[src/rtl/csel_adder_pkg.sv]
// Shared definitions for the pipelined carry-select adder/subtractor.
//   num_stages()   : number of carry-resolution stages (ceil division)
//   params_legal() : elaboration-time legality of the parameter set
//   stage_ctl_t    : control part of a pipeline stage register.
//                    The data part (partial sum, remaining a/b) depends on
//                    WIDTH, so the top level wraps this struct with those
//                    fields.
package csel_adder_pkg;

    typedef struct packed {
        logic valid;  // stage holds a live operation
        logic carry;  // carry out of the highest block resolved so far
        logic c_msb;  // carry into the MSB of the highest resolved block
    } stage_ctl_t;

    function automatic int num_stages(input int width, input int block_w, input int bps);
        return ((width / block_w) + bps - 1) / bps;
    endfunction

    function automatic bit params_legal(input int width, input int block_w, input int bps);
        return (width >= 4) && (block_w >= 2) && (bps >= 1) && ((width % block_w) == 0);
    endfunction

endpackage

[src/rtl/csel_block.sv]
// One carry-select block: two ripple chains (carry-in 0 and 1) computed in
// parallel, with the real block carry-in picking the result.
//   a, b  : block operands
//   cin   : incoming block carry (select)
//   sum   : selected block sum
//   cout  : carry out of the block MSB
//   c_msb : carry into the block MSB (used for signed overflow)
module csel_block #(
    parameter int BLOCK_W = 4
) (
    input  logic [BLOCK_W-1:0] a,
    input  logic [BLOCK_W-1:0] b,
    input  logic               cin,
    output logic [BLOCK_W-1:0] sum,
    output logic               cout,
    output logic               c_msb
);

    logic [BLOCK_W:0]   c0;
    logic [BLOCK_W:0]   c1;
    logic [BLOCK_W-1:0] s0;
    logic [BLOCK_W-1:0] s1;

    always_comb begin
        c0 = '0;
        c1 = '0;
        s0 = '0;
        s1 = '0;
        c1[0] = 1'b1;
        for (int i = 0; i < BLOCK_W; i++) begin
            s0[i]   = a[i] ^ b[i] ^ c0[i];
            c0[i+1] = (a[i] & b[i]) | (c0[i] & (a[i] ^ b[i]));
            s1[i]   = a[i] ^ b[i] ^ c1[i];
            c1[i+1] = (a[i] & b[i]) | (c1[i] & (a[i] ^ b[i]));
        end
    end

    assign sum   = cin ? s1 : s0;
    assign cout  = cin ? c1[BLOCK_W] : c0[BLOCK_W];
    assign c_msb = cin ? c1[BLOCK_W-1] : c0[BLOCK_W-1];

endmodule

[src/rtl/csel_adder_pipe.sv]
// Pipelined carry-select adder/subtractor with valid/ready flow control.
// Stage 0 registers the operands (b and cin pre-inverted for subtract);
// each following stage resolves BLOCKS_PER_STAGE carry-select blocks and
// passes the partial sum, the resolved carry and the still-unused operand
// bits onward. The whole pipe freezes while the output is held.
//   clk, reset           : clock, async active-high reset
//   in_valid / in_ready  : operand handshake
//   a, b, cin, sub       : operands; sub=1 computes a-b-cin
//   out_valid / out_ready: result handshake
//   sum, cout, ovf       : result, carry-out (no-borrow for sub), signed ovf
module csel_adder_pipe
    import csel_adder_pkg::*;
#(
    parameter int WIDTH            = 16,
    parameter int BLOCK_W          = 4,
    parameter int BLOCKS_PER_STAGE = 2
) (
    input  logic             clk,
    input  logic             reset,
    input  logic             in_valid,
    output logic             in_ready,
    input  logic [WIDTH-1:0] a,
    input  logic [WIDTH-1:0] b,
    input  logic             cin,
    input  logic             sub,
    output logic             out_valid,
    input  logic             out_ready,
    output logic [WIDTH-1:0] sum,
    output logic             cout,
    output logic             ovf
);

    localparam int NUM_BLOCKS = WIDTH / BLOCK_W;
    localparam int NUM_STAGES = num_stages(WIDTH, BLOCK_W, BLOCKS_PER_STAGE);

    if (!params_legal(WIDTH, BLOCK_W, BLOCKS_PER_STAGE)) begin : g_param_check
        $error("csel_adder_pipe: illegal parameters WIDTH=%0d BLOCK_W=%0d BLOCKS_PER_STAGE=%0d",
               WIDTH, BLOCK_W, BLOCKS_PER_STAGE);
    end

    typedef struct packed {
        stage_ctl_t       ctl;
        logic [WIDTH-1:0] sum;
        logic [WIDTH-1:0] a;
        logic [WIDTH-1:0] b;
    } stage_t;

    stage_t st  [0:NUM_STAGES];
    stage_t nxt [1:NUM_STAGES];

    logic [WIDTH-1:0]      res_sum;
    logic [NUM_BLOCKS-1:0] res_cout;
    logic [NUM_BLOCKS-1:0] res_cmsb;
    logic                  stall;

    assign stall     = st[NUM_STAGES].ctl.valid & ~out_ready;
    assign in_ready  = ~stall;
    assign out_valid = st[NUM_STAGES].ctl.valid;
    assign sum       = st[NUM_STAGES].sum;
    assign cout      = st[NUM_STAGES].ctl.carry;
    assign ovf       = st[NUM_STAGES].ctl.c_msb ^ st[NUM_STAGES].ctl.carry;

    // Block j is resolved by stage j/BLOCKS_PER_STAGE+1 from register
    // st[j/BLOCKS_PER_STAGE]. The first block of a stage takes the registered
    // carry; the others chain combinationally off their neighbour.
    for (genvar j = 0; j < NUM_BLOCKS; j++) begin : g_blk
        localparam int SRC = j / BLOCKS_PER_STAGE;
        logic               blk_cin;
        logic               blk_cout;
        logic               blk_cmsb;
        logic [BLOCK_W-1:0] blk_sum;

        if ((j % BLOCKS_PER_STAGE) == 0) begin : g_first
            assign blk_cin = st[SRC].ctl.carry;
        end else begin : g_chain
            assign blk_cin = g_blk[j-1].blk_cout;
        end

        csel_block #(.BLOCK_W(BLOCK_W)) u_blk (
            .a     (st[SRC].a[j*BLOCK_W +: BLOCK_W]),
            .b     (st[SRC].b[j*BLOCK_W +: BLOCK_W]),
            .cin   (blk_cin),
            .sum   (blk_sum),
            .cout  (blk_cout),
            .c_msb (blk_cmsb)
        );

        assign res_sum[j*BLOCK_W +: BLOCK_W] = blk_sum;
        assign res_cout[j]                   = blk_cout;
        assign res_cmsb[j]                   = blk_cmsb;
    end

    // Blocks are visited in ascending order, so the last block of each stage
    // leaves its carry (and MSB carry-in) in that stage's control fields.
    always_comb begin
        for (int k = 1; k <= NUM_STAGES; k++) begin
            nxt[k] = st[k-1];
        end
        for (int j = 0; j < NUM_BLOCKS; j++) begin
            nxt[j / BLOCKS_PER_STAGE + 1].sum[j*BLOCK_W +: BLOCK_W] = res_sum[j*BLOCK_W +: BLOCK_W];
            nxt[j / BLOCKS_PER_STAGE + 1].ctl.carry = res_cout[j];
            nxt[j / BLOCKS_PER_STAGE + 1].ctl.c_msb = res_cmsb[j];
        end
    end

    always_ff @(posedge clk or posedge reset) begin
        if (reset) begin
            for (int k = 0; k <= NUM_STAGES; k++) begin
                st[k] <= '0;
            end
        end else if (!stall) begin
            st[0].ctl.valid <= in_valid;
            st[0].ctl.carry <= cin ^ sub;
            st[0].ctl.c_msb <= 1'b0;
            st[0].sum       <= '0;
            st[0].a         <= a;
            st[0].b         <= b ^ {WIDTH{sub}};
            for (int k = 1; k <= NUM_STAGES; k++) begin
                st[k] <= nxt[k];
            end
        end
    end

endmodule

[config.mk]
export PLATFORM = sky130hd
export DESIGN_NAME = csel_adder_pipe
export DESIGN_NICKNAME = d
export VERILOG_FILES = /design/src/rtl/csel_adder_pkg.sv /design/src/rtl/csel_block.sv /design/src/rtl/csel_adder_pipe.sv
export SDC_FILE = /design/constraint.sdc
export NUM_CORES = 1
export LEC_CHECK = 0
export BUFFER_PORTS_ARGS = -buffer_cell sky130_fd_sc_hd__buf_2
export CORE_MARGIN = 3
export CORE_UTILIZATION = 57
export DETAILED_ROUTE_END_ITERATION = 16
export PLACE_DENSITY = 0.81
export SYNTH_ARGS = -nofsm -noshare
export SYNTH_HDL_FRONTEND = slang
export SYNTH_SLANG_ARGS = --single-unit
export TNS_END_PERCENT = 30
[constraint.sdc]
create_clock -name clk -period 4.5 [get_ports clk]
set_input_delay 0.225 -clock clk [delete_from_list [all_inputs] [get_ports clk]]
set_output_delay 0.225 -clock clk [all_outputs]
set_load 0.1 [all_outputs]
## Word level (Yosys, flattened, before mapping)

Index checks and enable logic that the tools add are counted.

| word-level totals | value |
|---|---|
| register bits after elaboration | 95 |
| bits in latches | 0 |
| bits in writable memories | 0 |
| memory bits (read-only) | 0 |
| input bits | 38 |
| word-level logic and storage cells | 140 |
| memories kept | 0 |

| operators by class | value |
|---|---|
| add/sub/neg operators | 0 |
| multiply operators | 0 |
| div/mod/pow operators | 0 |
| $lt $le $gt $ge | 0 |
| equality and inequality tests | 0 |
| shift operators | 0 |
| mux-type cells | 9 |
| bitwise operators | 118 |
| reduce and logical (&&, ||, !) cells | 0 |

Operators with widths:

| cell | number |
|---|---|
| 1-bit bitwise XOR | 42 |
| 1-bit AND | 41 |
| 1-bit OR | 28 |
| 4-bit 2-to-1 mux | 4 |
| 16-bit bitwise XOR | 1 |
| 1-bit inverter | 6 |
| 1-bit 2-to-1 mux | 5 |

## Logic depth before layout (Yosys ltp)

| depth | value |
|---|---|
| word-level depth | 10 |
| depth in mapped cells | 15 |
| gate-level depth less buffers | 15 |

## By module

Synthesis repeated with hierarchy kept, for this count alone.

| second synthesis, totals | value |
|---|---|
| cell total of the unflattened synthesis | 265 |
| area, all modules | 4001.3 um2 |

Modules (own cells, without submodules):

| module | times used | cells each | area an instance (um2) | seq. area each (um2) |
|---|---|---|---|---|
| csel_adder_pipe | 1 | 205 | 3465.8 | 1976.9 |
| csel_block | 4 | 15 | 133.9 | 0.0 |

## Least setup slack after synthesis

OpenSTA, ideal clock, no wires.

| path | value |
|---|---|
| kind | reg2reg |
| start | reg, netlist name nxt[8] |
| end | reg, netlist name sum[15] |
| library setup time | 125 ps |
| data arrival time | 3655 ps |
| required time | 4375 ps |
| setup slack | 721 ps |
| cell stages (with the launch flop) | 14 |
| path buffers | 0 |
| period minus slack after synthesis | 3779 ps |
| cells stage by stage | dfrtp_1 -> ha_1 -> nor2_1 -> a21oi_1 -> fa_1 -> fa_1 -> fa_1 -> a21oi_1 -> fa_1 -> inv_1 -> fa_1 -> inv_1 -> fa_1 -> mux2_2 |

| between the ends | value |
|---|---|
| longest elaborated chain between the ends | 10 |

Ends and longest elaborated chain:

| item | line | text |
|---|---|---|
| 1-bit AND or 1-bit bitwise XOR (tied branches) | n/a |  |
| 1-bit OR | csel_block.sv:34 | `c1[i+1] = (a[i] & b[i]) \| (c1[i] & (a[i] ^ b[i]));` |
| 1-bit AND | csel_block.sv:34 |  |
| 1-bit OR | csel_block.sv:34 |  |
| 1-bit AND | csel_block.sv:34 |  |
| 1-bit OR | csel_block.sv:34 |  |
| 1-bit AND | csel_block.sv:34 |  |
| 1-bit OR | csel_block.sv:34 |  |
| 1-bit 2-to-1 mux (*) | csel_block.sv:39 | `assign cout = cin ? c1[BLOCK_W] : c0[BLOCK_W];` |
| 4-bit 2-to-1 mux (*) | csel_block.sv:38 | `assign sum = cin ? s1 : s0;` |
| named net g_blk[3].blk_sum[3] | csel_adder_pipe.sv:71 | `logic [BLOCK_W-1:0] blk_sum;` |

The timed path passes the listed nets; every way through them passes the cells marked *.
A chain may end at the register's enable or synchronous reset.

## Worst setup path in the final report

| path | value |
|---|---|
| start | reg, netlist name nxt[8] |
| end | reg, netlist name sum[15] |

| between the ends | value |
|---|---|
| longest elaborated chain between the ends | 10 |

Ends and longest elaborated chain:

| item | line |
|---|---|
| 1-bit AND or 1-bit bitwise XOR (tied branches) | n/a |
| 1-bit OR | csel_block.sv:34 |
| 1-bit AND | csel_block.sv:34 |
| 1-bit OR | csel_block.sv:34 |
| 1-bit AND | csel_block.sv:34 |
| 1-bit OR | csel_block.sv:34 |
| 1-bit AND | csel_block.sv:34 |
| 1-bit OR | csel_block.sv:34 |
| 1-bit 2-to-1 mux (*) | csel_block.sv:39 |
| 4-bit 2-to-1 mux (*) | csel_block.sv:38 |
| named net g_blk[3].blk_sum[3] | csel_adder_pipe.sv:71 |

Marks and branches as above.

==> flow_summary.yaml <==
global_routing:
  grt_antenna_before_repair: 0
  overflow: 0
  grt_pass1_vias: 2105
  grt_pass1_wl_um: 10100
  grt_max_degree: 80
  track_usage: 0.177
critical_path:
  required_ps: 4730
  critPathKind: "reg -> reg"
  crit_arrival_ps: 4170
  cp-start-kind: "flip-flop"
  r2r_start: "nxt[8]"
  reg2reg_to: "sum[15]"
  cp-end-kind: "flip-flop"
  cp_max_fo: 3
  r2r_cells: 13
  worst-r2r-setup-slack_ps: 560
power_and_ir_drop:
  power_leakage_nw: 1.96
  power.density_mw_per_mm2: 754
  finalPower_mw: 3.12
  vdd_drop_max_mv: 0.569
drt:
  routed_via_density: 5.11
  drt_iter0_markers: 91
  wire_per_inst_um: 15.0
  drc_errors: 0
  dr_total_vias: 1967
  ant_nets: 0
  dr.pass1.iters: 3
  routed_wl_um: 5770
timing:
  drv_slew: 0
  hold_ws_ps: 106
  fin_crit_sh: 0.876
  rsz0062_at_grt: "no"
  fmax_mhz: 254
  fin_setup_tns_ps: 0
  slew_headroom: 0.357
  worst_pin_slew_ps: 964
  setup_violations: 0
  finClkSkew_ps: 6.46
  hold_violations: 0
  period_needed_ps: 3940
logic_synthesis:
  syn_avg_cell_area_um2: 14.5
  synth_adder_area_share: 0.0902
  synth_area_mm2: 0.00377
  synth_cells: 261
  synth_compound_area_frac: 0.0106
  yosysWarningCount: 0
  synth_seq_cells: 79
  mappedNetlistNets: 319
  synth-simple-area-share: 0.0153
  synth_cell_types: 20
  synthXorXnorAreaFrac: 0.0511
  seq_area_frac_synth: 0.524
  yosys-mux-area-fraction: 0.230
  synth_top_family_by_area: "multiplexers"
layout:
  fin_area_mm2: 0.00414
  fillerInstances: 506
  syn2layout_area_growth_pct: 9.65
  mostFrequentLayoutCell: "dfrtp_1"
  multi_input_area_mm2: 0.00150
  final_nets: 362
  layout_common_cells: "dfrtp_1 (79), mux2_2 (58), buf_2 (57)"
  diodes: 0
  layout-drive-gt1-share: 0.464
  fin_cells: 385
  register_area_mm2: 0.00198
run_status:
  status: "finished, final reports clean"
worst_hold_path:
  hp-start: "a[4]"
  holdPathStages: 2
  worstHoldEndpoint: "nxt[71]"
  hp-class: "in -> reg"
floorplanning:
  dieHeight_um: 87.4
  dieArea_mm2: 0.00763
  io-pin-count: 58
  rows: 29
  die_width_um: 87.4
  core_mm2: 0.00639
  start_util: 0.591
clock_tree:
  tritoncts: "built"
  cts_buffers: 9
  clk_latency_ps: 340
  postCtsSetupRepairBufs: 0
  postCtsResizedCells: 0
  root_buffer: "clkbuf_8"
  clk_pin_slew_ps: 80
  holdBufCountCts: 0
  cts_sinks: 79
  cts.path.max_buffers: 2
  cts.htree.levels: 3
place:
  dp_cells: 370
  port-buffer-count: 57
  dpl_cell_area_mm2: 0.00396
  place_hpwl_um: 3910
  gp_congestion: 0.745
flow_run:
  cap_viol_max_count: 0
==> flip-flops by register name, summed over array words and instances (netlist names) <==
signal	cells
cout	1
g_blk.blk_cin	2
nxt	58
out_valid	1
st	1
sum	16
==> through the flow <==
step / util / worst slack (ps)
final: 0.648 / 560
after global routing: 0.648 / 281
after CTS: 0.648 / 535
after detailed placement: 0.620 / 552
after global placement: 0.620 / 659
after floorplan: - / 721
==> critical path: stages (launching register included) <==
cell and delay [ps]:
dfrtp_1 400, ha_1 200, nor2_1 100, a21oi_1 70
fa_1 450, fa_1 460, fa_1 480, a21oi_1 220
fa_1 200, inv_1 50, fa_1 410, inv_1 110
fa_1 400, mux2_2 270
==> cell type report <==
class	instances	share of cell area
well taps	77	0.0233
inverters	21	0.0194
clock inverters	4	0.0115
repair buffers	59	0.0726
multi-input cells	134	0.364
clock buffers	11	0.0318
flip-flops and latches	79	0.478
==> where the power goes <==
part | internal (mW) | switching, mW | total [mW]
sequential | 0.961 | 0.148 | 1.11
combinational | 0.498 | 1.02 | 1.52
clock | 0.252 | 0.239 | 0.491
==> routing by layer <==
layer | vias to the layer above | part of all wire | GRT usage
li1 | 930 | - | -
met1 | 991 | 0.42 | 0.221
met2 | 35 | 0.51 | 0.283
met3 | 11 | 0.037 | 0.0416
met4 | 0 | 0.030 | 0.0990
met5 | - | 0 | 0
==> how the worst max path moves through the flow <==
stage	end	startpoint	cells past startpoint
final	sum[15]	nxt[8]	13
after floorplan	sum[15]	nxt[8]	13
after CTS	sum[15]	nxt[8]	13
after detailed placement	sum[15]	nxt[8]	13
after global routing	sum[15]	nxt[8]	13
after global placement	sum[15]	nxt[8]	13
==> cells in the mapped netlist <==
master | count | area [um^2]
xor2_1 | 18 | 158
buf_8 | 1 | 15.0
buf_4 | 20 | 150
buf_2 | 2 | 10.0
nor2_1 | 4 | 15.0
mux2_2 | 58 | 653
nor3b_1 | 4 | 30.0
nand2b_1 | 1 | 6.26
inv_2 | 1 | 3.75
mux2i_1 | 4 | 40.0
mux2_1 | 2 | 22.5
ha_1 | 8 | 100
dfrtp_1 | 79 | 1980
mux2_4 | 10 | 150
xnor2_1 | 4 | 35.0
a21oi_1 | 8 | 40.0
inv_1 | 20 | 75.1
fa_1 | 12 | 240
buf_6 | 4 | 45.0
nor2b_1 | 1 | 6.26
==> kinds of logic after synthesis <==
kind of cell               after synthesis
buffers and inverters                   48
and+or+nand+nor                         10
DFF                                     79
AOI/OAI and AO/OA                        8
muxes                                   74
adders and majority gates               20
xor gates and xnor gates                22
Power figures use the tool's default switching activity.
